[src/rtl/imem_arbiter_if.sv]
// Bus bundle between the two instruction-memory requesters, the arbiter
// and the asynchronous-read instruction memory.
interface imem_arbiter_if #(
  parameter int ADDR_W = 5,
  parameter int DATA_W = 16
);
  logic              f_req;
  logic [ADDR_W-1:0] f_addr;
  logic              f_gnt;
  logic              f_rvalid;
  logic [DATA_W-1:0] f_rdata;

  logic              d_req;
  logic [ADDR_W-1:0] d_addr;
  logic              d_gnt;
  logic              d_rvalid;
  logic [DATA_W-1:0] d_rdata;

  logic [ADDR_W-1:0] mem_addr;
  logic [DATA_W-1:0] mem_rdata;

  logic              starved;

  // Arbiter side.
  modport slave (
    input  f_req, f_addr, d_req, d_addr, mem_rdata,
    output f_gnt, f_rvalid, f_rdata, d_gnt, d_rvalid, d_rdata,
    output mem_addr, starved
  );

  // Requesters plus memory side.
  modport master (
    output f_req, f_addr, d_req, d_addr, mem_rdata,
    input  f_gnt, f_rvalid, f_rdata, d_gnt, d_rvalid, d_rdata,
    input  mem_addr, starved
  );
endinterface

[src/rtl/imem_arbiter.sv]
// Two-port arbiter for the single asynchronous read port of the instruction
// memory. Fetch has fixed priority; a saturating starve counter forces a
// debug grant once debug has lost STARVE_LIMIT consecutive cycles.
// Read data is registered into the winning port one cycle after the grant.
module imem_arbiter #(
  parameter int ADDR_W       = 5,
  parameter int DATA_W       = 16,
  parameter int STARVE_LIMIT = 4
) (
  input  logic          clk,
  input  logic          reset,
  imem_arbiter_if.slave bus
);

  localparam logic [3:0] LIMIT   = 4'(STARVE_LIMIT);
  localparam logic [3:0] CNT_MAX = 4'hF;

  logic [3:0]        starve_cnt;
  logic              starved;
  logic              f_gnt;
  logic              d_gnt;
  logic [ADDR_W-1:0] mem_addr;
  logic [ADDR_W-1:0] last_addr;

  logic              f_rvalid_q;
  logic              d_rvalid_q;
  logic [DATA_W-1:0] f_rdata_q;
  logic [DATA_W-1:0] d_rdata_q;

  // Priority decision: forced debug when starved, else fetch, else debug.
  // No grant is issued while reset is asserted.
  always_comb begin
    starved = (starve_cnt >= LIMIT);
    f_gnt   = 1'b0;
    d_gnt   = 1'b0;
    if (!reset) begin
      if (starved && bus.d_req) begin
        d_gnt = 1'b1;
      end else if (bus.f_req) begin
        f_gnt = 1'b1;
      end else if (bus.d_req) begin
        d_gnt = 1'b1;
      end
    end
  end

  // Memory address follows the winner; idle cycles hold the last winner.
  always_comb begin
    mem_addr = last_addr;
    if (reset) begin
      mem_addr = '0;
    end else if (d_gnt) begin
      mem_addr = bus.d_addr;
    end else if (f_gnt) begin
      mem_addr = bus.f_addr;
    end
  end

  // Remember the address presented so idle cycles keep the memory stable.
  always_ff @(posedge clk) begin
    if (reset) begin
      last_addr <= '0;
    end else begin
      last_addr <= mem_addr;
    end
  end

  // Count consecutive cycles debug is pending but loses; any debug grant or
  // dropped request clears it.
  always_ff @(posedge clk) begin
    if (reset) begin
      starve_cnt <= '0;
    end else if (bus.d_req && !d_gnt) begin
      if (starve_cnt != CNT_MAX) begin
        starve_cnt <= starve_cnt + 4'd1;
      end
    end else begin
      starve_cnt <= '0;
    end
  end

  // Capture read data for the winner; rvalid is a one-cycle echo of the grant.
  always_ff @(posedge clk) begin
    if (reset) begin
      f_rvalid_q <= 1'b0;
      d_rvalid_q <= 1'b0;
      f_rdata_q  <= '0;
      d_rdata_q  <= '0;
    end else begin
      f_rvalid_q <= f_gnt;
      d_rvalid_q <= d_gnt;
      if (f_gnt) begin
        f_rdata_q <= bus.mem_rdata;
      end
      if (d_gnt) begin
        d_rdata_q <= bus.mem_rdata;
      end
    end
  end

  assign bus.f_gnt    = f_gnt;
  assign bus.d_gnt    = d_gnt;
  assign bus.mem_addr = mem_addr;
  assign bus.starved  = starved;
  assign bus.f_rvalid = f_rvalid_q;
  assign bus.d_rvalid = d_rvalid_q;
  assign bus.f_rdata  = f_rdata_q;
  assign bus.d_rdata  = d_rdata_q;

endmodule

[src/flat_wrapper.sv]
// flat-port wrapper written by rule: the top's interface ports become plain ports
module imem_arbiter_flat 
#(
  parameter int ADDR_W       = 5,
  parameter int DATA_W       = 16,
  parameter int STARVE_LIMIT = 4
)
  (clk, reset, bus_f_req, bus_f_addr, bus_d_req, bus_d_addr, bus_mem_rdata, bus_f_gnt, bus_f_rvalid, bus_f_rdata, bus_d_gnt, bus_d_rvalid, bus_d_rdata, bus_mem_addr, bus_starved);
  imem_arbiter_if #(.ADDR_W(ADDR_W), .DATA_W(DATA_W)) bus_i ();
  input  logic clk;
  input  logic reset;
  input wire logic [$bits(bus_i.f_req)-1:0] bus_f_req;
  input wire logic [$bits(bus_i.f_addr)-1:0] bus_f_addr;
  input wire logic [$bits(bus_i.d_req)-1:0] bus_d_req;
  input wire logic [$bits(bus_i.d_addr)-1:0] bus_d_addr;
  input wire logic [$bits(bus_i.mem_rdata)-1:0] bus_mem_rdata;
  output wire logic [$bits(bus_i.f_gnt)-1:0] bus_f_gnt;
  output wire logic [$bits(bus_i.f_rvalid)-1:0] bus_f_rvalid;
  output wire logic [$bits(bus_i.f_rdata)-1:0] bus_f_rdata;
  output wire logic [$bits(bus_i.d_gnt)-1:0] bus_d_gnt;
  output wire logic [$bits(bus_i.d_rvalid)-1:0] bus_d_rvalid;
  output wire logic [$bits(bus_i.d_rdata)-1:0] bus_d_rdata;
  output wire logic [$bits(bus_i.mem_addr)-1:0] bus_mem_addr;
  output wire logic [$bits(bus_i.starved)-1:0] bus_starved;
  assign bus_i.f_req = bus_f_req;
  assign bus_i.f_addr = bus_f_addr;
  assign bus_i.d_req = bus_d_req;
  assign bus_i.d_addr = bus_d_addr;
  assign bus_i.mem_rdata = bus_mem_rdata;
  assign bus_f_gnt = bus_i.f_gnt;
  assign bus_f_rvalid = bus_i.f_rvalid;
  assign bus_f_rdata = bus_i.f_rdata;
  assign bus_d_gnt = bus_i.d_gnt;
  assign bus_d_rvalid = bus_i.d_rvalid;
  assign bus_d_rdata = bus_i.d_rdata;
  assign bus_mem_addr = bus_i.mem_addr;
  assign bus_starved = bus_i.starved;
  imem_arbiter #(.ADDR_W(ADDR_W), .DATA_W(DATA_W), .STARVE_LIMIT(STARVE_LIMIT)) u_core (.clk(clk), .reset(reset), .bus(bus_i));
endmodule
[config.mk]
export PLATFORM = sky130hd
export DESIGN_NAME = imem_arbiter_flat
export DESIGN_NICKNAME = d
export VERILOG_FILES = /design/src/rtl/imem_arbiter_if.sv /design/src/rtl/imem_arbiter.sv /design/src/flat_wrapper.sv
export SDC_FILE = /design/constraint.sdc
export NUM_CORES = 1
export LEC_CHECK = 0
export CAP_MARGIN = 20
export CORE_UTILIZATION = 30
export DETAILED_ROUTE_END_ITERATION = 12
export HOLD_SLACK_MARGIN = 0.12
export REMOVE_ABC_BUFFERS = 1
export SYNTH_ARGS = -nofsm -noshare
export SYNTH_HDL_FRONTEND = slang
export SYNTH_SLANG_ARGS = --single-unit
[constraint.sdc]
create_clock -name clk -period 6.7 [get_ports clk]
set_input_delay 2.01 -clock clk [delete_from_list [all_inputs] [get_ports clk]]
set_output_delay 2.01 -clock clk [all_outputs]
set_load 0.005 [all_outputs]
==> report_table.html, run 1 <==
<table>
<tr><th>Metric</th><th>Value</th></tr>
<tr><th colspan="2">Run status</th></tr>
<tr><td>Result of the run</td><td>finished, final reports clean</td></tr>
<tr><th colspan="2">Worst setup path</th></tr>
<tr><td>Maximum single-stage delay on the critical path</td><td>0.55 ns</td></tr>
<tr><td>CP Data Required Time</td><td>4.69 ns</td></tr>
<tr><td>Crit-path max FO</td><td>11</td></tr>
<tr><td>CP bufs+invs</td><td>2</td></tr>
<tr><td>Category of the worst setup path launch point</td><td>input port</td></tr>
<tr><td>Data arrival time of the critical path</td><td>4.13 ns</td></tr>
<tr><td>Top delay family on crit path</td><td>buffers and inverters</td></tr>
<tr><td>Sort of element at the end of the critical path</td><td>output port</td></tr>
<tr><td>Ordered cell list for the critical path</td><td>clkdlybuf4s50_1 &gt; nand2b_1 &gt; or3b_1 &gt; a311oi_1 &gt; clkdlybuf4s50_1</td></tr>
<tr><td>Most frequent CP cell</td><td>sky130_fd_sc_hd__clkdlybuf4s50_1</td></tr>
<tr><td>Critical Setup Path Class</td><td>in -&gt; out</td></tr>
<tr><td>Worst-path cell with the longest stage delay</td><td>sky130_fd_sc_hd__clkdlybuf4s50_1</td></tr>
<tr><th colspan="2">STA</th></tr>
<tr><td>Setup-failing EPs final</td><td>0</td></tr>
<tr><td>Final count of pins violating max slew</td><td>0</td></tr>
<tr><td>Clock Skew</td><td>0.00580 ns</td></tr>
<tr><td>Final worst path period share</td><td>91.6%</td></tr>
<tr><td>Sum of negative setup slack</td><td>0 ns</td></tr>
<tr><td>Unrepaired setup endpoints after global routing</td><td>no</td></tr>
<tr><td>Post-layout minimum cycle time</td><td>6.14 ns</td></tr>
<tr><td>Total count of hold-check failures in the final report</td><td>0</td></tr>
<tr><td>Achievable frequency</td><td>163 MHz</td></tr>
<tr><th colspan="2">Min path</th></tr>
<tr><td>Class of the most critical hold timing path</td><td>reg -&gt; reg</td></tr>
<tr><th colspan="2">Drt</th></tr>
<tr><td>Number of vias after detailed routing</td><td>1422</td></tr>
<tr><td>Wire length per cell after detailed routing</td><td>13.0 um</td></tr>
<tr><td>ANT nets after route</td><td>0</td></tr>
<tr><td>DRC marker count from the first detailed-route iteration</td><td>29</td></tr>
<tr><td>DRT Wirelength</td><td>4040 um</td></tr>
<tr><td>Detail-routed via count per cell</td><td>4.59</td></tr>
<tr><td>Count of TritonRoute iterations in the first routing pass</td><td>4</td></tr>
<tr><td>DRC viols</td><td>0</td></tr>
<tr><th colspan="2">Placement</th></tr>
<tr><td>Number of buffers inserted by port buffering</td><td>71</td></tr>
<tr><td>Final RePlAce weighted congestion</td><td>0.756</td></tr>
<tr><td>Standard cell area after detailed placement</td><td>2630 sq um</td></tr>
<tr><td>Final HPWL DP</td><td>2860 um</td></tr>
<tr><th colspan="2">Global route</th></tr>
<tr><td>Global-route usage over all layers</td><td>12.3%</td></tr>
<tr><td>First-pass GRT wire length</td><td>6090 um</td></tr>
<tr><td>Global route overflow</td><td>0</td></tr>
<tr><td>Pin count of the biggest net entering global routing</td><td>23</td></tr>
<tr><td>Number of antenna violations at the first check in global routing</td><td>0</td></tr>
<tr><td>Number of global-route vias before repair</td><td>1305</td></tr>
<tr><th colspan="2">Flow run</th></tr>
<tr><td>Number of max-cap violations</td><td>0</td></tr>
<tr><th colspan="2">Logic synthesis</th></tr>
<tr><td>Distinct cells, synth</td><td>25</td></tr>
<tr><td>Sequential element share of the synthesized area</td><td>46.1%</td></tr>
<tr><td>Number of register bits inferred by synthesis</td><td>43</td></tr>
<tr><td>Average size of a mapped cell</td><td>11.6 sq um</td></tr>
<tr><td>Cell area after synthesis</td><td>1870 sq um</td></tr>
<tr><td>Post-synthesis cell count</td><td>161</td></tr>
<tr><td>Number of synthesis warnings</td><td>0</td></tr>
<tr><th colspan="2">Finish</th></tr>
<tr><td>Final Net Count</td><td>265</td></tr>
<tr><td>Antenna cell count</td><td>0</td></tr>
<tr><td>Finished Core Util</td><td>46.4%</td></tr>
<tr><td>Layout cell share with drive strength beyond 1</td><td>20.4%</td></tr>
<tr><td>Area of all placed cells without fillers</td><td>2760 sq um</td></tr>
<tr><td>Area growth from synthesis to layout</td><td>47.8%</td></tr>
<tr><th colspan="2">Clock network</th></tr>
<tr><td>Post-cts repair resize count</td><td>0</td></tr>
<tr><td>CTS tree</td><td>done</td></tr>
<tr><td>Deepest level of the CTS H-tree</td><td>2</td></tr>
<tr><td>Maximum clock insertion buffer count</td><td>2</td></tr>
<tr><td>Count of clock tree sinks</td><td>43</td></tr>
<tr><td>Insertion delay of the later-clocked pin in the worst-skew pair</td><td>0.29 ns</td></tr>
<tr><td>Root buffer cell</td><td>sky130_fd_sc_hd__clkbuf_8</td></tr>
<tr><td>Number of buffers inserted for hold repair after clock tree synthesis</td><td>0</td></tr>
<tr><td>Num CTS Buffers</td><td>5</td></tr>
<tr><td>Post-CTS setup buffer count</td><td>0</td></tr>
<tr><td>Clock transition at the registers of the reported paths</td><td>0.09 ns</td></tr>
<tr><th colspan="2">Floorplan</th></tr>
<tr><td>Starting Density</td><td>31.4%</td></tr>
<tr><td>Die ar.</td><td>6550 sq um</td></tr>
<tr><td>I/O pin cnt</td><td>72</td></tr>
<tr><td>Die Height</td><td>80.9 um</td></tr>
<tr><td>Die width</td><td>80.9 um</td></tr>
<tr><td>Count of standard-cell rows</td><td>28</td></tr>
<tr><td>Core area</td><td>5960 sq um</td></tr>
<tr><th colspan="2">Power</th></tr>
<tr><td>Maximum vdd drop</td><td>114 uV</td></tr>
<tr><td>Leakage</td><td>1.15 nW</td></tr>
<tr><td>Power density of the placed cells</td><td>227 nW/um^2</td></tr>
</table>
## per-layer routing
metal	up-vias	part of all wire (%)	GRT usage [%]
met4	0	1.5	5.36
met5	-	0	0
met2	43	45	19.1
li1	698	-	-
met1	673	46	15.3
met3	8	7.1	4.38
## cells by family (layout without fill, tap and decap cells)
logic type / after synthesis / after routing / synth area share, %
and+or+nand+nor: 53 / 53 / 18.4
DFF: 43 / 43 / 46.1
muxes: 32 / 32 / 22.5
AOI/OAI and AO/OA: 16 / 16 / 6.43
buffers and inverters: 15 / 89 / 5.76
adders and majority gates: 1 / 1 / 0.669
other: 1 / 1 / 0.201
## layout by cell type (no fill, tap or decap), drive strengths merged
| master | instances |
|---|---|
| nand2b | 3 |
| clkdlybuf4s50 | 71 |
| buf | 6 |
| mux2 | 32 |
| ha | 1 |
| conb | 1 |
| inv | 4 |
| nor2b | 29 |
| clkbuf | 5 |
| nor3 | 5 |
| or2 | 2 |
| a311oi | 10 |
| o21ai | 5 |
| nor3b | 1 |
| and3 | 2 |
| or3b | 5 |
| o21a | 1 |
| and2b | 4 |
| bufinv | 2 |
| clkinvlp | 1 |
| nand2 | 1 |
| dfxtp | 43 |
| nor2 | 1 |
## power by group
part	internal (mW)	switching, mW	total, mW	leakage (nW)
combinational	0.0723	0.0341	0.106	0.731
sequential	0.273	0.00742	0.280	0.355
clock	0.149	0.0906	0.239	0.0644
total	0.494	0.132	0.626	1.15
## synthesized netlist by cell type
library cell / instances / area [sq um]
sky130_fd_sc_hd__buf_12: 1 / 20.0
sky130_fd_sc_hd__clkbuf_1: 4 / 15.0
sky130_fd_sc_hd__buf_4: 1 / 7.51
sky130_fd_sc_hd__or2_2: 1 / 6.26
sky130_fd_sc_hd__ha_1: 1 / 12.5
sky130_fd_sc_hd__inv_1: 4 / 15.0
sky130_fd_sc_hd__nor3_1: 5 / 25.0
sky130_fd_sc_hd__buf_6: 4 / 45.0
sky130_fd_sc_hd__mux2_4: 16 / 240
sky130_fd_sc_hd__and2b_1: 4 / 30.0
sky130_fd_sc_hd__nand2_1: 1 / 3.75
sky130_fd_sc_hd__dfxtp_1: 43 / 861
sky130_fd_sc_hd__conb_1: 1 / 3.75
sky130_fd_sc_hd__o21ai_0: 5 / 25.0
sky130_fd_sc_hd__and3_1: 2 / 12.5
sky130_fd_sc_hd__a311oi_1: 10 / 87.6
sky130_fd_sc_hd__or2_1: 1 / 6.26
sky130_fd_sc_hd__o21a_1: 1 / 7.51
sky130_fd_sc_hd__mux2_2: 16 / 180
sky130_fd_sc_hd__nand2b_1: 3 / 18.8
sky130_fd_sc_hd__nor2b_1: 29 / 181
sky130_fd_sc_hd__nor3b_2: 1 / 12.5
sky130_fd_sc_hd__or3b_1: 5 / 43.8
sky130_fd_sc_hd__buf_2: 1 / 5.00
sky130_fd_sc_hd__nor2_1: 1 / 3.75
## stage by stage
step	setup slack [ns]	hold WS [ns]	cells	total power, mW
floorplan	1.31	0.396	150	0.327
global placement	0.550	0.411	302	0.393
detailed placement	0.546	0.410	302	0.394
CTS	0.537	0.428	310	0.636
global route	0.439	0.449	310	0.653
finish	0.565	0.429	310	0.626
## final cells by class
cell class	instances	area, sq um
Tap cell	75	93.8
Clock inverter	3	67.6
Sequential cell	43	861
Clock buffer	5	68.8
Fill cell	569	3190
Timing Repair Buffer	77	756
Inverter	4	15.0
Multi-Input combinational cell	103	901
## state kept, by name (all words and copies together), names as in the netlist
signal,count
u_core.bus.f_rdata,16
u_core.starve_cnt,4
u_core.bus.d_rdata,16
u_core.last_addr,5
u_core.bus.d_rvalid,1
u_core.bus.f_rvalid,1
## worst register-to-register path, delay by kind of cell (launching register included)
kind                   cells  cell delay, ns
multiplexers               1            0.37
buffers and inverters      2            0.52
flip-flops                 1            0.33
AND/OR/NAND/NOR            2            0.58
## worst paths after layout
kind                   startpoint                    end  slack [ns]  cells past startpoint
max                         reset        bus_mem_addr[0]        0.56                      5
min          u_core.starve_cnt[0]   u_core.starve_cnt[0]        0.43                      1
max reg2reg  u_core.starve_cnt[2]  u_core.bus.d_rdata[4]        4.80                      5
min reg2reg  u_core.starve_cnt[0]   u_core.starve_cnt[0]        0.43                      1
No activity file was read; power rests on OpenSTA's default activity.
==> run 2, diff against run 1 <==
--- a/config.mk
+++ b/config.mk
@@ -9,7 +9,6 @@
 export CORE_UTILIZATION = 30
 export DETAILED_ROUTE_END_ITERATION = 12
 export HOLD_SLACK_MARGIN = 0.12
-export REMOVE_ABC_BUFFERS = 1
 export SYNTH_ARGS = -nofsm -noshare
 export SYNTH_HDL_FRONTEND = slang
 export SYNTH_SLANG_ARGS = --single-unit
==> report_table.html, run 2 (same netlist as run 1, synthesis figures left out) <==
<table>
<tr><th>Metric</th><th>Value</th></tr>
<tr><th colspan="2">Worst setup path</th></tr>
<tr><td>Crit-path max FO</td><td>14 (+3)</td></tr>
<tr><td>R2r setup slk</td><td>4.87 ns (+0.07 ns)</td></tr>
<tr><td>Category of the worst setup path launch point</td><td>input port</td></tr>
<tr><td>Ordered cell list for the critical path</td><td>clkdlybuf4s50_1 &gt; buf_4 &gt; and2b_1 &gt; nand2b_1 &gt; a311oi_1 &gt; clkdlybuf4s50_1</td></tr>
<tr><td>Timing startpoint of the critical path</td><td>reset</td></tr>
<tr><td>CP Data Required Time</td><td>4.69 ns (about the same)</td></tr>
<tr><td>Sort of element at the end of the critical path</td><td>output port</td></tr>
<tr><td>Critical Setup Path Class</td><td>in -&gt; out</td></tr>
<tr><td>Reg2Reg Launch Point</td><td>u_core.starve_cnt[2]</td></tr>
<tr><td>Worst-path cell with the longest stage delay</td><td>sky130_fd_sc_hd__clkdlybuf4s50_1</td></tr>
<tr><td>Data arrival time of the critical path</td><td>4.08 ns (-0.05 ns)</td></tr>
<tr><td>Maximum single-stage delay on the critical path</td><td>0.55 ns (about the same)</td></tr>
<tr><td>Number of cell instances on the worst register-to-register path</td><td>4 (-1)</td></tr>
<tr><td>Most frequent CP cell</td><td>sky130_fd_sc_hd__clkdlybuf4s50_1</td></tr>
<tr><td>Worst reg2reg endpoint</td><td>u_core.bus.d_rdata[0]</td></tr>
<tr><th colspan="2">Clock network</th></tr>
<tr><td>Number of buffers inserted for hold repair after clock tree synthesis</td><td>0 (unchanged)</td></tr>
<tr><td>Num CTS Buffers</td><td>5 (unchanged)</td></tr>
<tr><td>Deepest level of the CTS H-tree</td><td>2 (unchanged)</td></tr>
<tr><td>Count of clock tree sinks</td><td>43 (unchanged)</td></tr>
<tr><td>CTS tree</td><td>done</td></tr>
<tr><td>Maximum clock insertion buffer count</td><td>2 (unchanged)</td></tr>
<tr><td>Insertion delay of the later-clocked pin in the worst-skew pair</td><td>0.29 ns (about the same)</td></tr>
<tr><td>Post-cts repair resize count</td><td>0 (unchanged)</td></tr>
<tr><td>Post-CTS setup buffer count</td><td>0 (unchanged)</td></tr>
<tr><td>Clock transition at the registers of the reported paths</td><td>0.08 ns (about the same)</td></tr>
<tr><td>Root buffer cell</td><td>sky130_fd_sc_hd__clkbuf_8</td></tr>
<tr><th colspan="2">Global route</th></tr>
<tr><td>Global route overflow</td><td>0 (unchanged)</td></tr>
<tr><td>Pin count of the biggest net entering global routing</td><td>31 (+35%)</td></tr>
<tr><td>First-pass GRT wire length</td><td>6260 um (+2.7%)</td></tr>
<tr><td>Number of global-route vias before repair</td><td>1352 (+3.6%)</td></tr>
<tr><td>Global-route usage over all layers</td><td>12.4% (+0.10 points)</td></tr>
<tr><td>Number of antenna violations at the first check in global routing</td><td>0 (unchanged)</td></tr>
<tr><th colspan="2">Finish</th></tr>
<tr><td>Filler Cells Inserted</td><td>583 (+2.5%)</td></tr>
<tr><td>Area of all placed cells without fillers</td><td>2730 sq um (-1.2%)</td></tr>
<tr><td>Area growth from synthesis to layout</td><td>46.1%</td></tr>
<tr><td>Antenna cell count</td><td>0 (unchanged)</td></tr>
<tr><td>Layout cell share with drive strength beyond 1</td><td>20.4% (unchanged)</td></tr>
<tr><td>Final Net Count</td><td>265 (unchanged)</td></tr>
<tr><td>Commonest cells after routing, fill and taps aside</td><td>sky130_fd_sc_hd__clkdlybuf4s50_1, sky130_fd_sc_hd__dfxtp_1, sky130_fd_sc_hd__nor2b_1, sky130_fd_sc_hd__mux2_4, sky130_fd_sc_hd__mux2_2</td></tr>
<tr><td>Commonest non-fill, non-tap cell in the layout</td><td>sky130_fd_sc_hd__clkdlybuf4s50_1</td></tr>
<tr><th colspan="2">Floorplan</th></tr>
<tr><td>Die width</td><td>80.9 um (unchanged)</td></tr>
<tr><td>Count of standard-cell rows</td><td>28 (unchanged)</td></tr>
<tr><td>I/O pin cnt</td><td>72 (unchanged)</td></tr>
<tr><td>Starting Density</td><td>31.4% (unchanged)</td></tr>
<tr><td>Die ar.</td><td>6550 sq um (unchanged)</td></tr>
<tr><td>Core area</td><td>5960 sq um (unchanged)</td></tr>
<tr><td>Die Height</td><td>80.9 um (unchanged)</td></tr>
<tr><th colspan="2">Min path</th></tr>
<tr><td>Worst hold path startpoint</td><td>u_core.starve_cnt[0]</td></tr>
<tr><td>Class of the most critical hold timing path</td><td>reg -&gt; reg</td></tr>
<tr><td>Instance count along the most critical hold path</td><td>1 (unchanged)</td></tr>
<tr><td>Hold-critical path endpoint</td><td>u_core.starve_cnt[0]</td></tr>
<tr><th colspan="2">Drt</th></tr>
<tr><td>Wire length per cell after detailed routing</td><td>12.3 um (-5.5%)</td></tr>
<tr><td>Detail-routed via count per cell</td><td>4.45 (-2.9%)</td></tr>
<tr><td>DRC marker count from the first detailed-route iteration</td><td>32 (+10%)</td></tr>
<tr><td>Number of vias after detailed routing</td><td>1381 (-2.9%)</td></tr>
<tr><td>Count of TritonRoute iterations in the first routing pass</td><td>3 (-1)</td></tr>
<tr><td>DRT Wirelength</td><td>3820 um (-5.5%)</td></tr>
<tr><td>DRC viols</td><td>0 (unchanged)</td></tr>
<tr><td>ANT nets after route</td><td>0 (unchanged)</td></tr>
<tr><th colspan="2">Flow run</th></tr>
<tr><td>Number of max-cap violations</td><td>0 (unchanged)</td></tr>
<tr><th colspan="2">Power</th></tr>
<tr><td>Leakage</td><td>1.14 nW (-1.2%)</td></tr>
<tr><td>Maximum vdd drop</td><td>104 uV (-8.6%)</td></tr>
<tr><td>Power density of the placed cells</td><td>207 nW/um^2 (-8.5%)</td></tr>
<tr><th colspan="2">STA</th></tr>
<tr><td>Final worst path period share</td><td>90.9% (-0.67 points)</td></tr>
<tr><td>Achievable frequency</td><td>164 MHz (+0.73%)</td></tr>
<tr><td>Unrepaired setup endpoints after global routing</td><td>no</td></tr>
<tr><td>Clock Skew</td><td>0.00816 ns (+0.00235 ns)</td></tr>
<tr><td>Min Hold Slack</td><td>0.422 ns (-0.00714 ns)</td></tr>
<tr><td>Post-layout minimum cycle time</td><td>6.09 ns (-0.0446 ns)</td></tr>
<tr><td>Final count of pins violating max slew</td><td>0 (unchanged)</td></tr>
<tr><td>Total count of hold-check failures in the final report</td><td>0 (unchanged)</td></tr>
<tr><td>Setup-failing EPs final</td><td>0 (unchanged)</td></tr>
<tr><td>Sum of negative setup slack</td><td>0 ns (unchanged)</td></tr>
<tr><th colspan="2">Placement</th></tr>
<tr><td>Final HPWL DP</td><td>2750 um (-3.9%)</td></tr>
<tr><td>Number of buffers inserted by port buffering</td><td>71 (unchanged)</td></tr>
<tr><td>Standard cell area after detailed placement</td><td>2630 sq um (unchanged)</td></tr>
<tr><td>Final RePlAce weighted congestion</td><td>0.751 (-0.77%)</td></tr>
<tr><th colspan="2">Logic synthesis</th></tr>
<tr><td>Number of nets produced by synthesis</td><td>192</td></tr>
<tr><th colspan="2">Run status</th></tr>
<tr><td>Result of the run</td><td>finished, final reports clean</td></tr>
</table>
[run 2: cell type report]
| cell class | count | area (sq um) | area share, % |
|---|---|---|---|
| Multi-Input combinational cell | 103 | 901 | 33.0 |
| Timing Repair Buffer | 77 | 756 | 27.7 |
| Sequential cell | 43 | 861 | 31.5 |
| Inverter | 4 | 15.0 | 0.550 |
| Clock inverter | 1 | 7.51 | 0.275 |
| Tap cell | 75 | 93.8 | 3.44 |
| Clock buffer | 7 | 96.3 | 3.53 |
[run 2: where the power goes]
group	switching, mW	internal [mW]	leakage, nW	total [mW]
Combinational	0.0338	0.0724	0.731	0.106
Sequential	0.00685	0.273	0.355	0.280
Clock	0.0861	0.0938	0.0505	0.180
Total	0.127	0.439	1.14	0.566
[run 2: how the worst max path moves through the flow]
stage	endpoint	cells past startpoint
global placement	bus_mem_addr[1]	6
finish	bus_mem_addr[0]	6
global route	bus_mem_addr[0]	6
CTS	bus_mem_addr[0]	6
detailed placement	bus_mem_addr[0]	6
floorplan	bus_mem_addr[0]	4
[run 2: critical path, delay by kind of cell]
family                 cells  cell delay, ns
and+or+nand+nor            2            0.53
AOI/OAI and AO/OA          1            0.35
buffers and inverters      3            1.18
[run 2: metrics by stage]
step / power (mW) / worst slack (ns) / utilization [%] / instances
2_1_floorplan: 0.335 / 1.74 / - / 161
3_3_place_gp: 0.393 / 0.640 / 44.1 / 302
3_5_place_dp: 0.393 / 0.592 / 44.1 / 302
4_1_cts: 0.578 / 0.593 / 45.8 / 310
5_1_grt: 0.597 / 0.426 / 45.8 / 310
6_report: 0.566 / 0.609 / 45.8 / 310
[run 2: metal layers]
layer | up-vias | part of all wire (%) | wire length [um] | GRT usage (%)
met5 | - | 0 | 0 | 0
met4 | 0 | 0.86 | 33 | 3.93
met3 | 5 | 8.2 | 312 | 4.94
met2 | 42 | 44 | 1700 | 19.6
met1 | 636 | 46 | 1770 | 15.4
li1 | 698 | - | - | -
